[src/rtl/alu_stage.sv]
// Execute stage: req/ack capture from decode, single-cycle ALU ops plus an optional
// iterative shift-add multiply (enabled by defining ALU_MUL_EN), req/ack writeback.
module alu_stage #(
    parameter int WIDTH  = 16,
    parameter int ADDR_W = 4
) (
    input  logic              clk,
    input  logic              rst,
    input  logic              in_req,
    output logic              in_ack,
    input  logic [3:0]        opcode,
    input  logic [ADDR_W-1:0] rd,
    input  logic [WIDTH-1:0]  op_a,
    input  logic [WIDTH-1:0]  op_b,
    output logic              wb_req,
    input  logic              wb_ack,
    output logic [ADDR_W-1:0] wb_rd,
    output logic [WIDTH-1:0]  wb_result,
    output logic              flag_z,
    output logic              flag_n,
    output logic              flag_c,
    output logic              flag_v,
    output logic              illegal_op,
    output logic              busy
);

`ifdef ALU_MUL_EN
    localparam int CNT_W = $clog2(WIDTH);
    typedef enum logic [1:0] {IDLE = 2'd0, EXEC = 2'd1, MUL_ITER = 2'd2, WB_WAIT = 2'd3} state_t;
`else
    typedef enum logic [1:0] {IDLE = 2'd0, EXEC = 2'd1, WB_WAIT = 2'd3} state_t;
`endif

    state_t             state_r, state_s;
    logic [3:0]         opcode_r, opcode_s;
    logic [ADDR_W-1:0]  rd_r, rd_s, wb_rd_s;
    logic [WIDTH-1:0]   a_r, a_s, b_r, b_s, wb_result_s, res_s;
    logic [WIDTH:0]     sum_s, diff_s;
    logic [3:0]         sh_s;
    logic               in_ack_s, wb_req_s, illegal_s, z_s, n_s, c_s, v_s;
    logic               legal_s, is_cmp_s, upd_cv_s, cout_s, ovf_s;
`ifdef ALU_MUL_EN
    logic               is_mul_s;
    logic [WIDTH-1:0]   acc_r, acc_s, acc_add_s;
    logic [CNT_W-1:0]   cnt_r, cnt_s;
`endif

    assign sh_s   = b_r[3:0];
    assign sum_s  = {1'b0, a_r} + {1'b0, b_r};
    // The extra top bit of the widened difference is the unsigned borrow.
    assign diff_s = {1'b0, a_r} - {1'b0, b_r};
    assign busy   = (state_r != IDLE);

    // Operation decode and result/flag candidates for the latched operands.
    always_comb begin
        res_s    = '0;
        legal_s  = 1'b1;
        is_cmp_s = 1'b0;
        upd_cv_s = 1'b0;
        cout_s   = 1'b0;
        ovf_s    = 1'b0;
`ifdef ALU_MUL_EN
        is_mul_s = 1'b0;
`endif
        case (opcode_r)
            4'h0: begin
                res_s    = sum_s[WIDTH-1:0];
                upd_cv_s = 1'b1;
                cout_s   = sum_s[WIDTH];
                ovf_s    = (a_r[WIDTH-1] == b_r[WIDTH-1]) && (sum_s[WIDTH-1] != a_r[WIDTH-1]);
            end
            4'h1, 4'hA: begin
                res_s    = diff_s[WIDTH-1:0];
                upd_cv_s = 1'b1;
                cout_s   = diff_s[WIDTH];
                ovf_s    = (a_r[WIDTH-1] != b_r[WIDTH-1]) && (diff_s[WIDTH-1] != a_r[WIDTH-1]);
                is_cmp_s = (opcode_r == 4'hA);
            end
            4'h2: res_s = a_r & b_r;
            4'h3: res_s = a_r | b_r;
            4'h4: res_s = a_r ^ b_r;
            4'h5: res_s = ~a_r;
            4'h6: res_s = a_r << sh_s;
            4'h7: res_s = a_r >> sh_s;
            4'h8: res_s = $signed(a_r) >>> sh_s;
`ifdef ALU_MUL_EN
            4'h9: is_mul_s = 1'b1;
`endif
            4'hB: res_s = b_r;
            default: legal_s = 1'b0;
        endcase
    end

    // Next-state and next-output logic for the handshake FSM.
    always_comb begin
        state_s     = state_r;
        in_ack_s    = 1'b0;
        illegal_s   = 1'b0;
        wb_req_s    = wb_req;
        wb_rd_s     = wb_rd;
        wb_result_s = wb_result;
        z_s         = flag_z;
        n_s         = flag_n;
        c_s         = flag_c;
        v_s         = flag_v;
        opcode_s    = opcode_r;
        rd_s        = rd_r;
        a_s         = a_r;
        b_s         = b_r;
`ifdef ALU_MUL_EN
        acc_s       = acc_r;
        cnt_s       = cnt_r;
        acc_add_s   = acc_r + (b_r[0] ? a_r : {WIDTH{1'b0}});
`endif
        case (state_r)
            IDLE: begin
                if (in_req) begin
                    opcode_s = opcode;
                    rd_s     = rd;
                    a_s      = op_a;
                    b_s      = op_b;
                    in_ack_s = 1'b1;
                    state_s  = EXEC;
                end else begin
                    state_s  = IDLE;
                end
            end
            EXEC: begin
                if (!legal_s) begin
                    illegal_s = 1'b1;
                    state_s   = IDLE;
`ifdef ALU_MUL_EN
                end else if (is_mul_s) begin
                    acc_s   = '0;
                    cnt_s   = '0;
                    state_s = MUL_ITER;
`endif
                end else begin
                    z_s = (res_s == {WIDTH{1'b0}});
                    n_s = res_s[WIDTH-1];
                    if (upd_cv_s) begin
                        c_s = cout_s;
                        v_s = ovf_s;
                    end else begin
                        c_s = flag_c;
                        v_s = flag_v;
                    end
                    if (is_cmp_s) begin
                        state_s = IDLE;
                    end else begin
                        wb_req_s    = 1'b1;
                        wb_rd_s     = rd_r;
                        wb_result_s = res_s;
                        state_s     = WB_WAIT;
                    end
                end
            end
`ifdef ALU_MUL_EN
            MUL_ITER: begin
                // Multiplicand shifts left, multiplier shifts right; one bit per cycle.
                acc_s = acc_add_s;
                a_s   = a_r << 1;
                b_s   = b_r >> 1;
                cnt_s = cnt_r + CNT_W'(1);
                if (cnt_r == CNT_W'(WIDTH - 1)) begin
                    wb_req_s    = 1'b1;
                    wb_rd_s     = rd_r;
                    wb_result_s = acc_add_s;
                    z_s         = (acc_add_s == {WIDTH{1'b0}});
                    n_s         = acc_add_s[WIDTH-1];
                    state_s     = WB_WAIT;
                end else begin
                    state_s     = MUL_ITER;
                end
            end
`endif
            WB_WAIT: begin
                if (wb_ack) begin
                    wb_req_s = 1'b0;
                    state_s  = IDLE;
                end else begin
                    state_s  = WB_WAIT;
                end
            end
            default: state_s = IDLE;
        endcase
    end

    // State, operand and output registers; reset drops any in-flight op at once.
    always_ff @(posedge clk or posedge rst) begin
        if (rst) begin
            state_r    <= IDLE;
            opcode_r   <= 4'h0;
            rd_r       <= '0;
            a_r        <= '0;
            b_r        <= '0;
            in_ack     <= 1'b0;
            wb_req     <= 1'b0;
            wb_rd      <= '0;
            wb_result  <= '0;
            flag_z     <= 1'b0;
            flag_n     <= 1'b0;
            flag_c     <= 1'b0;
            flag_v     <= 1'b0;
            illegal_op <= 1'b0;
`ifdef ALU_MUL_EN
            acc_r      <= '0;
            cnt_r      <= '0;
`endif
        end else begin
            state_r    <= state_s;
            opcode_r   <= opcode_s;
            rd_r       <= rd_s;
            a_r        <= a_s;
            b_r        <= b_s;
            in_ack     <= in_ack_s;
            wb_req     <= wb_req_s;
            wb_rd      <= wb_rd_s;
            wb_result  <= wb_result_s;
            flag_z     <= z_s;
            flag_n     <= n_s;
            flag_c     <= c_s;
            flag_v     <= v_s;
            illegal_op <= illegal_s;
`ifdef ALU_MUL_EN
            acc_r      <= acc_s;
            cnt_r      <= cnt_s;
`endif
        end
    end

endmodule

[config.mk]
export PLATFORM = sky130hd
export DESIGN_NAME = alu_stage
export DESIGN_NICKNAME = d
export VERILOG_FILES = /design/src/rtl/alu_stage.sv
export SDC_FILE = /design/constraint.sdc
export NUM_CORES = 1
export LEC_CHECK = 0
export ABC_AREA = 1
export BUFFER_PORTS_ARGS = -buffer_cell sky130_fd_sc_hd__buf_2
export CORE_AREA = 2 2 122 124
export CTS_CLUSTER_DIAMETER = 100
export DETAILED_ROUTE_END_ITERATION = 8
export DIE_AREA = 0 0 124 126
export GPL_ROUTABILITY_DRIVEN = 0
export MAX_ROUTING_LAYER = met4
export PLACE_DENSITY_LB_ADDON = 0.3
export SETUP_SLACK_MARGIN = 0.3
export SYNTH_ARGS = -nofsm -noshare
export SYNTH_HDL_FRONTEND = slang
export SYNTH_SLANG_ARGS = --single-unit
[constraint.sdc]
create_clock -name clk -period 2.75 [get_ports clk]
set_input_delay 0.4125 -clock clk [delete_from_list [all_inputs] [get_ports clk]]
set_output_delay 0.4125 -clock clk [all_outputs]
set_load 0.01 [all_outputs]
==> impl_metrics.ini <==
[yosys]
synth_edf_count = 0
syn_inst = 1246
synth_flop_cell = dfrtp_1
synth_area_per_cell_um2 = 5.79
synth_seq_cells = 69
synth_top_area_share = 0.251
yosysSeqAreaShare = 0.239
syn_area_um2 = 7210
yosysWarnings = 0
synth_cell_types = 33
netlist_top_cells_area = nand2_1 (25%), dfrtp_1 (24%), nand3_1 (11%)
synth_nets = 1345
async_flop_share = 1.00
yosysTopAreaCell = nand2_1
synth_top_cells_by_count = nand2_1 (482), nand3_1 (164), inv_1 (138)
synth.most_common_cell = nand2_1

[cts]
clk_pin_slew_ns = 0.06
root_buffer = clkbuf_16
insertion_delay_ns = 0.35
cts_made_buffers = 9
htreeDepth = 3
cts_tree = done
cts_buffer_depth = 2
cts_sinks = 69

[timing]
rsz0062_at_grt = no
setup_tns_ns = 0
finalClockSkew_ns = 0.00782
finalSetupViolations = 0
worst_pin_slew_ns = 0.789
fin_crit_sh = 0.857
period_minus_slack_ns = 2.36
timing.slew.headroom = 0.473
final_max_slew_viol_count = 0
hold_viol = 0
fmax_ghz = 0.424

[drt]
drc = 0
vias = 8519
wl_per_cell_um = 16.6
initialDrtViolationCount = 896
routed_wl_um = 25100
vias_per_cell = 5.62
ant_nets = 0
drt-pass1-iter-count = 6

[min_path]
hp-class = input pin to async pin

[floorplanning]
dieArea_um2 = 15600
rows = 44
initial_core_util = 0.504
core-area_um2 = 14300
die_y_um = 126
die_w_um = 124
pin_count = 72

[setup_path]
worstPathRequired_ns = 3.02
slowest_stage = nand2_1
crit_fanout = 7
cp-end-kind = flip-flop
critPathMaxStageDelay_ns = 0.45
arrival_ns = 2.63
worst_setup_path_start_kind = flip-flop
path_cells = inv_2 -> nor2_1 -> nand2_1 -> o21ai_0 -> nor2_1 -> nand3_1 -> nor2_2 -> buf_4 -> buf_4 -> a31oi_1
criticalPathCategory = flip-flop to flip-flop

[cells_and_area]
syn_to_final_growth_pct = 18.3
n_fill_cell = 1447
nets = 1425
antennaDiodeCount = 0
seq_area_um2 = 1730
multi_input_area_um2 = 5000
layout-drive-gt1-share = 0.155

[global_routing]
antenna_found_initial = 0
grt_pass1_wl_um = 40000
overflow = 0
grt_pass1_vias = 7810
grt_max_degree = 82
track_usage = 0.341

[run_status]
status = finished clean

[flow_run]
max_cap_viol_count = 0

[placement]
io_buffers = 71
hpwl_um = 19100
[cells by family (layout without fill, tap and decap cells)]
logic type,after synthesis,in the layout,share of synthesized area
XOR/XNOR,2,2,0.00243
flip-flops,69,69,0.239
AND/OR/NAND/NOR,797,797,0.455
AO/OA/AOI/OAI,134,134,0.0985
buffers and inverters,189,274,0.107
adder cells (fa/ha/maj),55,55,0.0975
[worst max-delay path: cells and delay by family (launching register included)]
kind,cells,cell delay (ns)
AOI/OAI and AO/OA,2,0.40
buffers and inverters,3,0.34
DFF,1,0.43
and+or+nand+nor,5,1.10
[registers in the layout, indices dropped and copies added, names as in the netlist]
register and flops:
in_ack 1, wb_rd 4, flag_v 1, a_r 16, flag_z 1, illegal_op 1, wb_result 16, flag_n 1
rd_r 4, b_r 16, state_r 2, flag_c 1, wb_req 1, opcode_r 4
[cell usage in the layout, fill, tap and decap left out, types with 5 or more instances in the layout]
cell type	synthesis	layout
a31oi_1	8	8
clkbuf_16	0	9
o21ai_0	78	78
dfrtp_1	69	64
nand3_1	164	155
nor2_1	119	111
buf_2	25	71
buf_4	2	38
nor2_2	2	9
inv_1	138	129
ha_4	0	12
inv_2	6	15
nand2_1	482	472
nand2_2	5	14
nand3_2	0	8
o211ai_1	8	8
dfrtp_2	0	5
ha_1	53	40
a21oi_1	34	33
nand4_1	9	9
[layout make-up]
class,instances,area share
flip-flops and latches,69,0.203
clock inverters,7,0.0113
well taps,184,0.0270
inverters,145,0.0641
repair buffers,113,0.0824
clock buffers,9,0.0264
multi-input cells,988,0.586
[per-stage QoR]
stage / hold slack, ns / area [µm²] / cells / utilization / setup slack (ns)
2_1_floorplan: 0.472 / 7210 / 1246 / - / 0.385
3_3_place_gp: 0.464 / 7830 / 1488 / 0.547 / 0.118
3_5_place_dp: 0.469 / 7830 / 1488 / 0.547 / 0.123
4_1_cts: 0.195 / 8240 / 1507 / 0.575 / 0.300
5_1_grt: 0.232 / 8530 / 1515 / 0.596 / 0.295
6_report: 0.167 / 8530 / 1515 / 0.596 / 0.392
[worst paths after layout]
path	endpoint	cells past startpoint	start	slack, ns
worst max-delay path	wb_result[6]	10	opcode_r[2]	0.39
worst min-delay path	rd_r[3]	2	rst	0.17
worst max register to register	wb_result[6]	10	opcode_r[2]	0.39
worst min register to register	wb_rd[3]	2	wb_rd[3]	0.48
max in group asynchronous	wb_result[6]	3	rst	1.94
min in group clk	b_r[10]	3	op_b[10]	0.26
[routing by layer]
| metal | vias up | wire [µm] | GRT usage | share of wire |
|---|---|---|---|---|
| met5 | - | 0 | - | 0 |
| met2 | 468 | 11100 | 0.511 | 0.44 |
| met3 | 120 | 2640 | 0.0666 | 0.11 |
| met4 | 0 | 1400 | 0.176 | 0.056 |
| met1 | 3817 | 9960 | 0.434 | 0.40 |
| li1 | 4114 | - | - | - |
[timing repair]
action	in CTS	in global routing
pin swaps	4	15
endpoints found under the hold margin	0	0
setup endpoints to repair	2	12
buffers inserted	3	8
hold buffers	0	0
gates resized for setup	19	57
Power is not shown: default switching activity piles up to over one toggle a cycle in this logic, so the estimate is an artifact.
